### src/rtl/multicycle_ctrl.sv
// Multicycle datapath controller: fetch/decode/execute sequencing with memory
// wait handling, illegal-op flagging and a retired-instruction counter.
//
// state  | meaning
// FETCH  | read instruction at PC, wait for memory, load IR and PC+4
// DECODE | register read, PC+8 on the ALU, dispatch by op class
// MEMADR | compute load/store address
// MEMRD  | load data read, wait for memory
// MEMWB  | write loaded data to the register file
// MEMWR  | store data write, wait for memory
// EXER   | ALU op with register operand 2
// EXEI   | ALU op with immediate operand 2
// ALUWB  | write ALU result to the register file
// BRANCH | load branch target into PC
module multicycle_ctrl (
  input  logic        clk,
  input  logic        rst_n,
  input  logic [1:0]  op,
  input  logic        imm,
  input  logic        load,
  input  logic        cond_ok,
  input  logic        mem_ready,
  output logic        mem_req,
  output logic        mem_write,
  output logic        adr_src,
  output logic        ir_write,
  output logic        pc_write,
  output logic        reg_write,
  output logic        alu_src_a,
  output logic [1:0]  alu_src_b,
  output logic [1:0]  result_src,
  output logic        alu_op,
  output logic        illegal,
  output logic [15:0] retired,
  output logic [3:0]  state
);

  typedef enum logic [3:0] {
    S_FETCH  = 4'd0,
    S_DECODE = 4'd1,
    S_MEMADR = 4'd2,
    S_MEMRD  = 4'd3,
    S_MEMWB  = 4'd4,
    S_MEMWR  = 4'd5,
    S_EXER   = 4'd6,
    S_EXEI   = 4'd7,
    S_ALUWB  = 4'd8,
    S_BRANCH = 4'd9
  } state_t;

  state_t      state_q, state_d;
  logic        run_q;
  logic [15:0] retired_q, retired_d;
  logic        retire;

  always_comb begin
    state_d = state_q;
    retire  = 1'b0;
    if (!run_q) begin
      state_d = S_FETCH;
    end else begin
      case (state_q)
        S_FETCH:  if (mem_ready) state_d = S_DECODE;
        S_DECODE: begin
          if (!cond_ok) begin
            state_d = S_FETCH;
            retire  = 1'b1;
          end else begin
            case (op)
              2'b00:   state_d = imm ? S_EXEI : S_EXER;
              2'b01:   state_d = S_MEMADR;
              2'b10:   state_d = S_BRANCH;
              default: state_d = S_FETCH;
            endcase
          end
        end
        S_MEMADR: state_d = load ? S_MEMRD : S_MEMWR;
        S_MEMRD:  if (mem_ready) state_d = S_MEMWB;
        S_MEMWR: begin
          if (mem_ready) begin
            state_d = S_FETCH;
            retire  = 1'b1;
          end
        end
        S_EXER, S_EXEI: state_d = S_ALUWB;
        S_MEMWB, S_ALUWB, S_BRANCH: begin
          state_d = S_FETCH;
          retire  = 1'b1;
        end
        default: state_d = S_FETCH;
      endcase
    end
    retired_d = retire ? retired_q + 16'd1 : retired_q;
  end

  always_ff @(posedge clk or negedge rst_n) begin
    if (!rst_n) begin
      state_q   <= S_FETCH;
      run_q     <= 1'b0;
      retired_q <= 16'd0;
    end else begin
      state_q   <= state_d;
      run_q     <= 1'b1;
      retired_q <= retired_d;
    end
  end

  // Control outputs decode straight from the state register so that reset
  // clears them asynchronously; FETCH strobes and illegal also see inputs.
  always_comb begin
    mem_req    = 1'b0;
    mem_write  = 1'b0;
    adr_src    = 1'b0;
    ir_write   = 1'b0;
    pc_write   = 1'b0;
    reg_write  = 1'b0;
    alu_src_a  = 1'b0;
    alu_src_b  = 2'd0;
    result_src = 2'd0;
    alu_op     = 1'b0;
    illegal    = 1'b0;
    if (run_q) begin
      case (state_q)
        S_FETCH: begin
          mem_req    = 1'b1;
          alu_src_a  = 1'b1;
          alu_src_b  = 2'd2;
          result_src = 2'd2;
          ir_write   = mem_ready;
          pc_write   = mem_ready;
        end
        S_DECODE: begin
          alu_src_a = 1'b1;
          alu_src_b = 2'd2;
          illegal   = cond_ok && (op == 2'b11);
        end
        S_EXER: alu_op = 1'b1;
        S_EXEI: begin
          alu_src_b = 2'd1;
          alu_op    = 1'b1;
        end
        S_ALUWB: reg_write = 1'b1;
        S_MEMADR: alu_src_b = 2'd1;
        S_MEMRD: begin
          mem_req = 1'b1;
          adr_src = 1'b1;
        end
        S_MEMWB: begin
          result_src = 2'd1;
          reg_write  = 1'b1;
        end
        S_MEMWR: begin
          mem_req   = 1'b1;
          mem_write = 1'b1;
          adr_src   = 1'b1;
        end
        S_BRANCH: begin
          alu_src_b  = 2'd1;
          result_src = 2'd2;
          pc_write   = 1'b1;
        end
        default: ;
      endcase
    end
  end

  assign retired = retired_q;
  assign state   = state_q;

endmodule
### config.mk
export PLATFORM = sky130hd
export DESIGN_NAME = multicycle_ctrl
export DESIGN_NICKNAME = d
export VERILOG_FILES = /design/src/rtl/multicycle_ctrl.sv
export SDC_FILE = /design/constraint.sdc
export NUM_CORES = 1
export LEC_CHECK = 0
export BUFFER_PORTS_ARGS = -buffer_cell sky130_fd_sc_hd__buf_2
export CORE_UTILIZATION = 45
export CTS_BUF_LIST = sky130_fd_sc_hd__clkbuf_2 sky130_fd_sc_hd__clkbuf_4 sky130_fd_sc_hd__clkbuf_8
export CTS_CLUSTER_DIAMETER = 40
export DETAILED_ROUTE_END_ITERATION = 16
export GPL_ROUTABILITY_DRIVEN = 0
export HOLD_SLACK_MARGIN = 0.03
export PLACE_DENSITY = 0.72
export SYNTH_ARGS = -nofsm -noshare
export SYNTH_HDL_FRONTEND = slang
export SYNTH_SLANG_ARGS = --single-unit
### constraint.sdc
create_clock -name clk -period 2 [get_ports clk]
set_input_delay 0.4 -clock clk [delete_from_list [all_inputs] [get_ports clk]]
set_output_delay 0.4 -clock clk [all_outputs]
set_load 0.02 [all_outputs]
=== Word-level counts from Yosys, hierarchy flattened ===
Cells that the tools add are included.

* Word-level logic and storage cells: 66
* Bits in registers: 21
* Input port bits: 8

* Reduce and logical (&&, ||, !) cells: 12
* Equality and inequality tests: 15
* $add $sub $neg: 1
* Muxes and demuxes: 35

{| class="wikitable"
|+ Operators with widths
! kind !! count
|-
| 4-bit case mux with 6 select lines || 1
|-
| 1-bit two-way mux || 21
|-
| 4-bit two-way mux || 5
|-
| 16-bit by 1-bit adder with 16-bit output (second input constant) || 1
|-
| 4-bit by 3-bit equality test with 1-bit output (second input constant) || 4
|-
| 4-bit case mux with 3 select lines || 1
|-
| 2-bit OR reduction || 5
|-
| 3-bit inequality test (second input constant) || 3
|-
| 3-bit OR reduction || 3
|-
| 4-bit by 2-bit equality test with 1-bit output (second input constant) || 2
|-
| 4-bit equality test (second input constant) || 2
|-
| 2-bit case mux with 2 select lines || 2
|-
| 2-bit equality test (second input constant) || 2
|-
| 4-bit by 1-bit equality test with 1-bit output (second input constant) || 1
|-
| 4-bit zero test || 1
|-
| 2-bit two-way mux || 2
|-
| 3-bit two-way mux || 1
|-
| 1-bit case mux with 3 select lines || 1
|-
| 3-bit AND reduction || 1
|-
| 2-bit by 1-bit equality test with 1-bit output (second input constant) || 1
|-
| 2-bit zero test || 1
|-
| 1-bit case mux with 2 select lines || 1
|-
| 1-bit logical AND || 1
|}

=== Logic depth before layout (Yosys ltp) ===
Gate-level depths: netlist of run 1.

* Depth in word-level cells: 5
* Gate-level depth with buffers: 6
* Gate-level depth less buffers: 5

=== Worst setup path before layout of run 1 ===
Ideal clock, no wire load.

* Path type: reg2out
* Start point: register state_q[0], in the netlist state[0]
* End point: output port pc_write
* Setup slack: 58 ps
* Stages on the path, launching flop included: 5
* Arrival: 1542 ps
* Data required time: 1600 ps
* Cell sequence: dfrtp_1 > clkbuf_1 > or2_2 > or2_1 > a21oi_1

* Cells in the longest elaborated chain, start to end: 3
* Elaborated cells on any way between the ends: 4

{| class="wikitable"
|+ RTL lines
! element !! line !! text
|-
| start: declaration || 51 || <nowiki>state_t state_q, state_d;</nowiki>
|-
| start signal: assignment || 102 || <nowiki>state_q <= state_d;</nowiki>
|-
| 4-bit equality test / 4-bit zero test (equally long branches) || 123 || <nowiki>case (state_q)</nowiki>
|-
| 1-bit case mux with 2 select lines * || 123 ||
|-
| 1-bit two-way mux * || 122 || <nowiki>if (run_q) begin</nowiki>
|-
| end: declaration || 27 || <nowiki>output logic pc_write,</nowiki>
|}

Mark *: on every way between the ends. The rest lies on a longest branch, timed or not.

=== Final worst setup path of run 1 ===
* Start point: register state_q[2], in the netlist state[2]
* End point: output port alu_src_b[0]

* Cells in the longest elaborated chain, start to end: 4
* Elaborated cells on any way between the ends: 9

{| class="wikitable"
|+ RTL lines
! element !! line !! text
|-
| 4-bit by 3-bit equality test with 1-bit output (tied with other cells) || 123 ||
|-
| 3-bit OR reduction (no line) / 2-bit OR reduction (equally long branches) || -- ||
|-
| 2-bit case mux with 2 select lines * || 123 ||
|-
| 2-bit two-way mux * || 122 ||
|-
| end: declaration || 30 || <nowiki>output logic [1:0] alu_src_b,</nowiki>
|}

Marks and branches as above.

==> reports/qor.txt, run 1 <==
Pin count of the biggest net entering global routing: 22
Vias in the first global route: 984
CTS clock-pin slew for the worst setup and hold paths: 0.11 ns
Placed instance count: 203
ANT cells: 0
Routed len/inst: 14.1 um
Synth Area per Inst: 9.37 um2
Least-Margin Pin Slew: 0.527 ns
DRC: 0
Post-CTS Hold Fix Bufs: 0
Slew Limit Fails: 0
Final period util: 99.2%
Die height: 54.6 um
CP Data Required Time: 1.60 ns
CTS Buf Count: 3
Most frequent cells in the layout: buf_2, dfrtp_1, nand2_1
F_max: 0.504 GHz
Cell accounting for the most synthesized area: dfrtp_1
Post-layout min period: 1.98 ns
Status: finished clean
Initial antenna violation count: 0
Post-route ant nets: 0
Lkg Pwr: 0.818 nW
EDFF count, synth: 0
Peak supply drop: 0.000496 V
Commonest register cell after synthesis: dfrtp_1
Unrepaired setup endpoints after global routing: true
Seq pwr share: 49.4%
Clock Tree Root: clkbuf_4
Critical path class: reg2out
Sequential share of the synthesized area: 42.2%
Setup violators final: 0
CP Max Fanout: 6
Clock Power Share: 20.5%
NetSw: 0.354 mW
IO Pins: 41
Initial Util: 49.0%
Final net count: 191
Max-slew headroom: 64.6%
Drt total wl: 2970 um
Internal power: 0.700 mW
CP arrival: 1.58 ns
Global-route wire length before repair: 4420 um
Layout cells sized above 1: 39.2%
Post-Synthesis Cell Area: 0.00125 mm2
Core footprint: 0.00254 mm2
Clock sinks: 21
Via density: 5.45
Yosys warns: 0
Hold Vio Cnt, Final: 0
Final core utilization: 64.2%
Busiest metal layer after global routing: met2
Met3 Use GR: 5.00%
Crit end category: output port
Die X: 54.6 um
Logic pwr share: 30.1%
Most common cell after layout, fill and taps aside: buf_2
Switching share of total power: 33.6%
Internal reg-to-reg setup slack: 0.10 ns
Clk buf depth: 2
Post-DP HPWL: 2100 um
CTS tree: built
Clk_lat worst skew: 0.30 ns
MaxCap Viol Count: 0
Dominant cells by area after synthesis: dfrtp_1, xnor2_1, nand2_1
Met2 Usage GRT: 34.1%
Yosys cell types: 40
Global route overflow: 0
H-Tree Depth: 1
Final Power: 1.05 mW
Worst Skew: 0.00494 ns
Final Instance Count excl. Fillers: 211
Asr flop ratio synth: 100%
Met1 usage: 27.7%
Site Rows: 18
Element type at the critical path start: flop
#FFs+latches synth: 21
Hold crit path type: in2async
Die Area: 0.00298 mm2
Area growth syn-to-layout: 31.1%
Power Dens Cells: 645 mW/mm2
Syn Nets: 142
Setup_tns: 0 ns
Routed vias: 1151
GRT Total Usage: 21.0%
Synth top area share: 42.2%
First-pass iteration count of the detailed router: 4
PortBufs: 40
Drt initial violations: 17
Cells after Synth: 133
[synth_stat cells (2+ instances only)]
library cell,n
a211oi_1,2
a21oi_1,7
and2_1,2
and3_1,3
clkbuf_1,2
dfrtp_1,21
inv_1,5
nand2_1,13
nand2b_1,6
nand3_1,7
nand4_1,3
nor2_1,9
nor2b_1,4
nor3_1,7
nor3_2,2
xnor2_1,12
xor2_1,5
[through the flow]
step / area [um2] / setup slack, ns / hold slack (ns)
after floorplan: 1250 / 0.0575 / 0.104
after global placement: 1490 / 0.230 / 0.372
after detailed placement: 1490 / 0.130 / 0.379
after CTS: 1580 / 0.00552 / 0.0364
after global routing: 1630 / -0.0616 / 0.0482
final: 1630 / 0.0169 / 0.0272
[routing by layer]
layer	up-vias	part of all wire, %
met4	0	0.34
met2	30	52
met1	569	44
li1	550	-
met3	2	4.0
met5	-	0
[what timing repair did]
action	4_1_cts	5_1_grt
endpoints found under the setup margin	5	7
pin swaps	1	2
resized for setup	7	13
setup buffers	4	0
[worst paths after layout]
check | startpoint | endpoint | depth (start not counted)
max in group asynchronous | rst_n | state[2] | 1
worst min-delay path | rst_n | retired[13] | 1
worst max register to register | state[0] | retired[12] | 6
worst min register to register | retired[13] | retired[13] | 1
worst max-delay path | state[2] | alu_src_b[0] | 6
min in group clk | op[0] | state[3] | 2
[final cells by class]
type | count | area [um2]
fillers | 225 | 911
multi-input cells | 102 | 729
flip-flops and latches | 21 | 528
repair buffers | 49 | 290
well taps | 30 | 37.5
clock buffers | 4 | 30.0
inverters | 5 | 18.8
[power by group through the flow]
stage | clock [mW] | combinational, mW | sequential [mW]
CTS | 0.226 | 0.306 | 0.520
detailed placement | 0 | 0.290 | 0.531
global placement | 0 | 0.285 | 0.528
global route | 0.237 | 0.348 | 0.529
floorplan | 0 | 0.139 | 0.576
finish | 0.216 | 0.317 | 0.521
[critical path, stage by stage (launching register included)]
cell	delay, ns
dfrtp_2	0.46
buf_6	0.15
xnor2_4	0.16
nand2_1	0.07
o22ai_1	0.13
and2_1	0.16
buf_4	0.14
[logic make-up after synthesis]
kind of cell,share of synthesized area (%)
muxes,0.904
DFF,42.2
other,0.301
and+or+nand+nor,27.2
buffers and inverters,3.71
AOI/OAI and AO/OA,12.8
xor gates and xnor gates,11.9
adders and majority gates,1.00
[sequential cells by signal, indices dropped and copies added (netlist names)]
| register | flops |
|---|---|
| retired | 16 |
| state | 4 |
| run_q | 1 |
No activity file was read; power rests on OpenSTA's default activity.
==> run 2: changes to the inputs <==
CORE_ASPECT_RATIO = 1.1   (was default)
==> run 2 against run 1 <==
  * Count of clock-buffer cells in the layout fell by 1
  * Final cell count up 2.4%
  * Wire length increased by 3.3%
  * Utilization rose by 0.46 points
  * Non-clock buffer count is 4 higher
  * Worst setup slack improved by 0.016 ns
  * Via count is 0.87% higher
  * Combinational power increased by 2%
  * Largest cell class unchanged
==> reports/qor.txt, run 2 (synthesis gave the netlist of run 1 again) <==
Area growth syn-to-layout: 33.2% (was 31.1%)
CP endpoint: pc_write (was alu_src_b[0])
Logic pwr share: 31.1% (was 30.1%)
Slew Limit Fails: 0 (unchanged)
PortBufs: 40 (unchanged)
Cells on worst reg2reg path: 6 (unchanged)
Clock Power Share: 18.9% (was 20.5%)
Worst R2R End: retired[12] (unchanged)
Unrepaired setup endpoints after global routing: true (unchanged)
CP Depth: 5 (was 6)
# fillers: 220 (was 225)
F_max: 0.508 GHz (was 0.504 GHz)
Final Instance Count excl. Fillers: 216 (was 211)
Drt initial violations: 26 (was 17)
Slowest stage cell on the critical path: dfrtp_1 (was dfrtp_2)
Reg-to-reg startpoint: state[0] (unchanged)
CTS clock-pin slew for the worst setup and hold paths: 0.12 ns (was 0.11 ns)
First-pass iteration count of the detailed router: 4 (unchanged)
Hold crit path type: in2async (unchanged)
CP Data Required Time: 1.60 ns (about the same)
M1 wire length: 1240 um (was 1310 um)
Placed instance count: 204 (was 203)
Drt total wl: 3070 um (was 2970 um)
Final period util: 98.4% (was 99.2%)
Final net count: 195 (was 191)
Internal reg-to-reg setup slack: 0.13 ns (was 0.10 ns)
Die X: 52.2 um (was 54.6 um)
Setup violators final: 0 (unchanged)
Worst Skew: 0.00783 ns (was 0.00494 ns)
Met3 WL: 141 um (was 120 um)
MaxCap Viol Count: 0 (unchanged)
Setup crit start: state[3] (was state[2])
Post-route ant nets: 0 (unchanged)
Status: finished clean (unchanged)
Global-route wire length before repair: 4680 um (was 4420 um)
IO Pins: 41 (unchanged)
GRT Total Usage: 21.1% (was 21.0%)
Layout cells sized above 1: 38.9% (was 39.2%)
ANT cells: 0 (unchanged)
WL met2: 1630 um (was 1540 um)
Slowest stage delay, CP: 0.40 ns (was 0.46 ns)
CP bufs+invs: 2 (unchanged)
Routed vias: 1161 (was 1151)
Die Area: 0.00298 mm2 (about the same)
Most frequent cells in the layout: buf_2, dfrtp_1, nand2_1 (unchanged)
Internal power: 0.689 mW (was 0.700 mW)
Final Power: 1.04 mW (was 1.05 mW)
Site Rows: 19 (was 18)
Power Dens Cells: 627 mW/mm2 (was 645 mW/mm2)
CP delay by family, top: simple AND/OR/NAND/NOR gates (was flip-flops)
CP Max Fanout: 7 (was 6)
Register Area: 528 um2 (unchanged)
Largest register FFs: 16 (unchanged)
Critical Path, Cell by Cell: buf_6, or2_4, or2_1, a21oi_2, buf_6 (was buf_6, xnor2_4, nand2_1, o22ai_1, and2_1, buf_4)
Initial antenna violation count: 0 (unchanged)
Critical Path Most Common Cell: buf_6
Max-slew headroom: 67.1% (was 64.6%)
Seq pwr share: 50.0% (was 49.4%)
Crit end category: output port (unchanged)
CTS Buf Count: 3 (unchanged)
Post-CTS Hold Fix Bufs: 0 (unchanged)
Peak supply drop: 0.000460 V (was 0.000496 V)
Most common cell after layout, fill and taps aside: buf_2 (unchanged)
Initial Util: 48.5% (was 49.0%)
NetSw: 0.353 mW (was 0.354 mW)
Pin count of the biggest net entering global routing: 22 (unchanged)
Global route overflow: 0 (unchanged)
Routed len/inst: 14.2 um (was 14.1 um)
Clk buf depth: 2 (unchanged)
Vias in the first global route: 1108 (was 984)
Least-Margin Pin Slew: 0.490 ns (was 0.527 ns)
CTS tree: built (unchanged)
Lkg Pwr: 0.832 nW (was 0.818 nW)
Critical path class: reg2out (unchanged)
Element type at the critical path start: flop (unchanged)
Post-DP HPWL: 2100 um (about the same)
Switching share of total power: 33.9% (was 33.6%)
Core footprint: 0.00257 mm2 (was 0.00254 mm2)
DRC: 0 (unchanged)
Hold Vio Cnt, Final: 0 (unchanged)
Post-layout min period: 1.97 ns (was 1.98 ns)
Clk_lat worst skew: 0.30 ns (about the same)
Clock sinks: 21 (unchanged)
Final core utilization: 64.7% (was 64.2%)
Via density: 5.38 (was 5.45)
Clock Tree Root: clkbuf_4 (unchanged)
CP arrival: 1.57 ns (was 1.58 ns)
Die height: 57.2 um (was 54.6 um)
H-Tree Depth: 1 (unchanged)
Area of the multi-input gates: 714 um2 (was 729 um2)
DR top layer: met4 (unchanged)
-- run 2: worst register-to-register path, stage by stage (launching register included) --
cell	delay [ns]
dfrtp_2	0.45
buf_4	0.15
nor2b_1	0.16
or3_1	0.42
a21boi_4	0.29
nand4_1	0.14
xnor2_1	0.16
-- run 2: metrics by stage --
stage | hold WS, ns | setup TNS, ns | setup slack [ns] | instance area (um2)
5_1_grt | 0.0581 | -0.0730 | -0.0334 | 1660
3_5_place_dp | 0.374 | 0 | 0.210 | 1500
2_1_floorplan | 0.104 | 0 | 0.0575 | 1250
4_1_cts | 0.0392 | 0 | 0.00673 | 1570
3_3_place_gp | 0.372 | 0 | 0.242 | 1500
6_report | 0.0324 | 0 | 0.0324 | 1660
-- run 2: how the worst min path moves through the flow --
stage,from,endpoint,slack (ns),depth (start not counted)
global route,rst_n,retired[4],0.06,1
finish,rst_n,retired[4],0.03,1
global placement,rst_n,retired[8],0.37,1
floorplan,rst_n,retired[0],0.10,0
CTS,rst_n,state[1],0.04,1
detailed placement,rst_n,retired[7],0.37,1
-- run 2: layout make-up --
| type | instances | share of cell area, % |
|---|---|---|
| Clock buffer | 3 | 1.36 |
| Clock inverter | 1 | 0.301 |
| Inverter | 5 | 1.13 |
| Multi-Input combinational cell | 102 | 43.0 |
| Sequential cell | 21 | 31.8 |
| Tap cell | 31 | 2.34 |
| Timing Repair Buffer | 53 | 20.0 |
-- run 2: repair_timing --
item	in CTS	in global routing
cloned	0	0
resized for setup	5	16
setup buffers	4	4
endpoints found under the setup margin	3	3
pin swaps	1	8
-- run 2: per-layer routing --
metal | up-vias | track usage (%)
met2 | 42 | 37.0
met5 | - | 0
met3 | 8 | 2.40
met4 | 0 | 10.9
li1 | 552 | -
met1 | 559 | 24.8
-- run 2: power by group through the flow --
stage                     clock (mW)  combinational, mW  sequential [mW]
after floorplan                    0              0.139            0.576
after detailed placement           0              0.295            0.529
after CTS                      0.205              0.304            0.521
after global placement             0              0.289            0.526
after global routing           0.222              0.350            0.529
final                          0.197              0.323            0.521
==> run 3: changes to the inputs <==
CORE_MARGIN = 2   (was default)
==> run 3 against run 2 <==
  * The flow now finishes with violations (setup timing)
  * Clock power about the same
  * Critical endpoint is now illegal
  * Utilization decreased by 1.9 points
  * Maximum frequency down 2.5%
  * Worst setup slack got worse by 0.050 ns
  * Critical path depth increased by 1
==> reports/qor.txt, run 3 (synthesis gave the netlist of run 1 again) <==
Status: finished with violations (was finished clean)
Failing checks: setup timing
Element type at the critical path start: flop (unchanged)
CP Max Fanout: 5 (was 7)
Drt initial violations: 31 (was 26)
Dpl cell area: 0.00150 mm2 (about the same)
Clk buf depth: 2 (unchanged)
Clk_lat worst skew: 0.30 ns (about the same)
Internal reg-to-reg setup slack: 0.10 ns (was 0.13 ns)
Cells on worst reg2reg path: 6 (unchanged)
Post-route cell area: 0.00170 mm2 (was 0.00166 mm2)
CP delay by family, top: simple AND/OR/NAND/NOR gates (unchanged)
Post-CTS Hold Fix Bufs: 0 (unchanged)
Clock sinks: 21 (unchanged)
Crit end category: output port (unchanged)
Slowest stage cell on the critical path: dfrtp_1 (unchanged)
Lkg Pwr: 0.860 nW (was 0.832 nW)
Vias in the first global route: 1033 (was 1108)
Setup violators final: 1 (was 0)
CTS tree: built (unchanged)
Dpl ws: 0.146 ns (was 0.210 ns)
Core footprint: 0.00270 mm2 (was 0.00257 mm2)
CP bufs+invs: 2 (unchanged)
Power Dens Cells: 614 mW/mm2 (was 627 mW/mm2)
Critical Path Most Common Cell: buf_6 (unchanged)
CTS Buf Count: 3 (unchanged)
Drt total wl: 3010 um (was 3070 um)
Critical path class: reg2out (unchanged)
Global-route wire length before repair: 4600 um (was 4680 um)
MaxCap Viol Count: 0 (unchanged)
First-pass iteration count of the detailed router: 5 (was 4)
IO Pins: 41 (unchanged)
CP Data Required Time: 1.60 ns (about the same)
Initial antenna violation count: 0 (unchanged)
Placed instance count: 206 (was 204)
Die Area: 0.00321 mm2 (was 0.00298 mm2)
F_max: 0.496 GHz (was 0.508 GHz)
Unrepaired setup endpoints after global routing: true (unchanged)
Most common cell after layout, fill and taps aside: buf_2 (unchanged)
Layout cells sized above 1: 41.4% (was 38.9%)
CTS clock-pin slew for the worst setup and hold paths: 0.12 ns (about the same)
Slowest stage delay, CP: 0.44 ns (was 0.40 ns)
Final Instance Count excl. Fillers: 224 (was 216)
ANT cells: 0 (unchanged)
Routed len/inst: 13.5 um (was 14.2 um)
PortBufs: 40 (unchanged)
Initial Util: 46.1% (was 48.5%)
DRC: 0 (unchanged)
Clock Tree Root: clkbuf_4 (unchanged)
Die X: 54.2 um (was 52.2 um)
Most frequent cells in the layout: buf_2, buf_4, dfrtp_1 (was buf_2, dfrtp_1, nand2_1)
Site Rows: 20 (was 19)
Routed vias: 1166 (was 1161)
Hold crit path type: in2async (unchanged)
Worst R2R End: retired[15] (was retired[12])
Post-layout min period: 2.02 ns (was 1.97 ns)
Final setup margin: -0.0177 ns (was 0.0324 ns)
Post-route ant nets: 0 (unchanged)
Largest register FFs: 16 (unchanged)
Pin count of the biggest net entering global routing: 22 (unchanged)
GRT Total Usage: 19.2% (was 21.1%)
Reg-to-reg startpoint: state[2] (was state[0])
Hold Vio Cnt, Final: 0 (unchanged)
Final net count: 201 (was 195)
Slew Limit Fails: 0 (unchanged)
Final period util: 101% (was 98.4%)
Area growth syn-to-layout: 36.0% (was 33.2%)
H-Tree Depth: 1 (unchanged)
Hold_ws: 0.0262 ns (was 0.0324 ns)
Critical Path, Cell by Cell: buf_6, nand2b_4, nor3_4, nand3_2, nor2_2, buf_6 (was buf_6, or2_4, or2_1, a21oi_2, buf_6)
Post-DP HPWL: 2110 um (was 2100 um)
Peak supply drop: 0.000608 V (was 0.000460 V)
Die height: 59.2 um (was 57.2 um)
Global route overflow: 0 (unchanged)
CP arrival: 1.62 ns (was 1.57 ns)
Via density: 5.21 (was 5.38)
Worst Skew: 0.00491 ns (was 0.00783 ns)
[run 3: area by class of cell]
cell class / count / area [um2]
Fill cell: 240 / 1010
Multi-Input combinational cell: 102 / 718
Sequential cell: 21 / 528
Timing Repair Buffer: 59 / 362
Tap cell: 33 / 41.3
Clock buffer: 3 / 22.5
Inverter: 5 / 18.8
Clock inverter: 1 / 5.00
[run 3: timing repair]
item,CTS,global route
setup endpoints to repair,2,5
setup buffers,3,10
cloned,0,1
resized for setup,3,16
pin swaps,0,6
[run 3: layer usage]
metal	global-route usage, %	wire (um)	up-vias
met5	0	0	-
met4	5.36	31	0
met3	2.27	135	4
met2	33.6	1550	33
met1	24.5	1300	558
li1	-	-	571
[run 3: power by group]
group          internal (mW)  switching [mW]
Sequential             0.469          0.0522
Clock                 0.0745           0.125
Combinational          0.143           0.176
Total                  0.687           0.354
[run 3: worst max path at each step]
| stage | to | depth (start not counted) | start | slack (ns) |
|---|---|---|---|---|
| floorplan | pc_write | 4 | state[0] | 0.06 |
| global placement | retired[15] | 5 | state[0] | 0.18 |
| detailed placement | retired[15] | 5 | state[0] | 0.15 |
| CTS | illegal | 5 | state[1] | -0.04 |
| global route | alu_src_b[0] | 6 | state[2] | -0.11 |
| finish | illegal | 6 | state[2] | -0.02 |
[run 3: metrics by stage]
step | total power [mW] | TNS, ns | util (%)
3_3_place_gp | 0.808 | 0 | 55.4
5_1_grt | 1.11 | -0.291 | 62.7
2_1_floorplan | 0.715 | 0 | -
4_1_cts | 1.03 | -0.0416 | 57.5
6_report | 1.04 | -0.0177 | 62.7
3_5_place_dp | 0.817 | 0 | 55.4
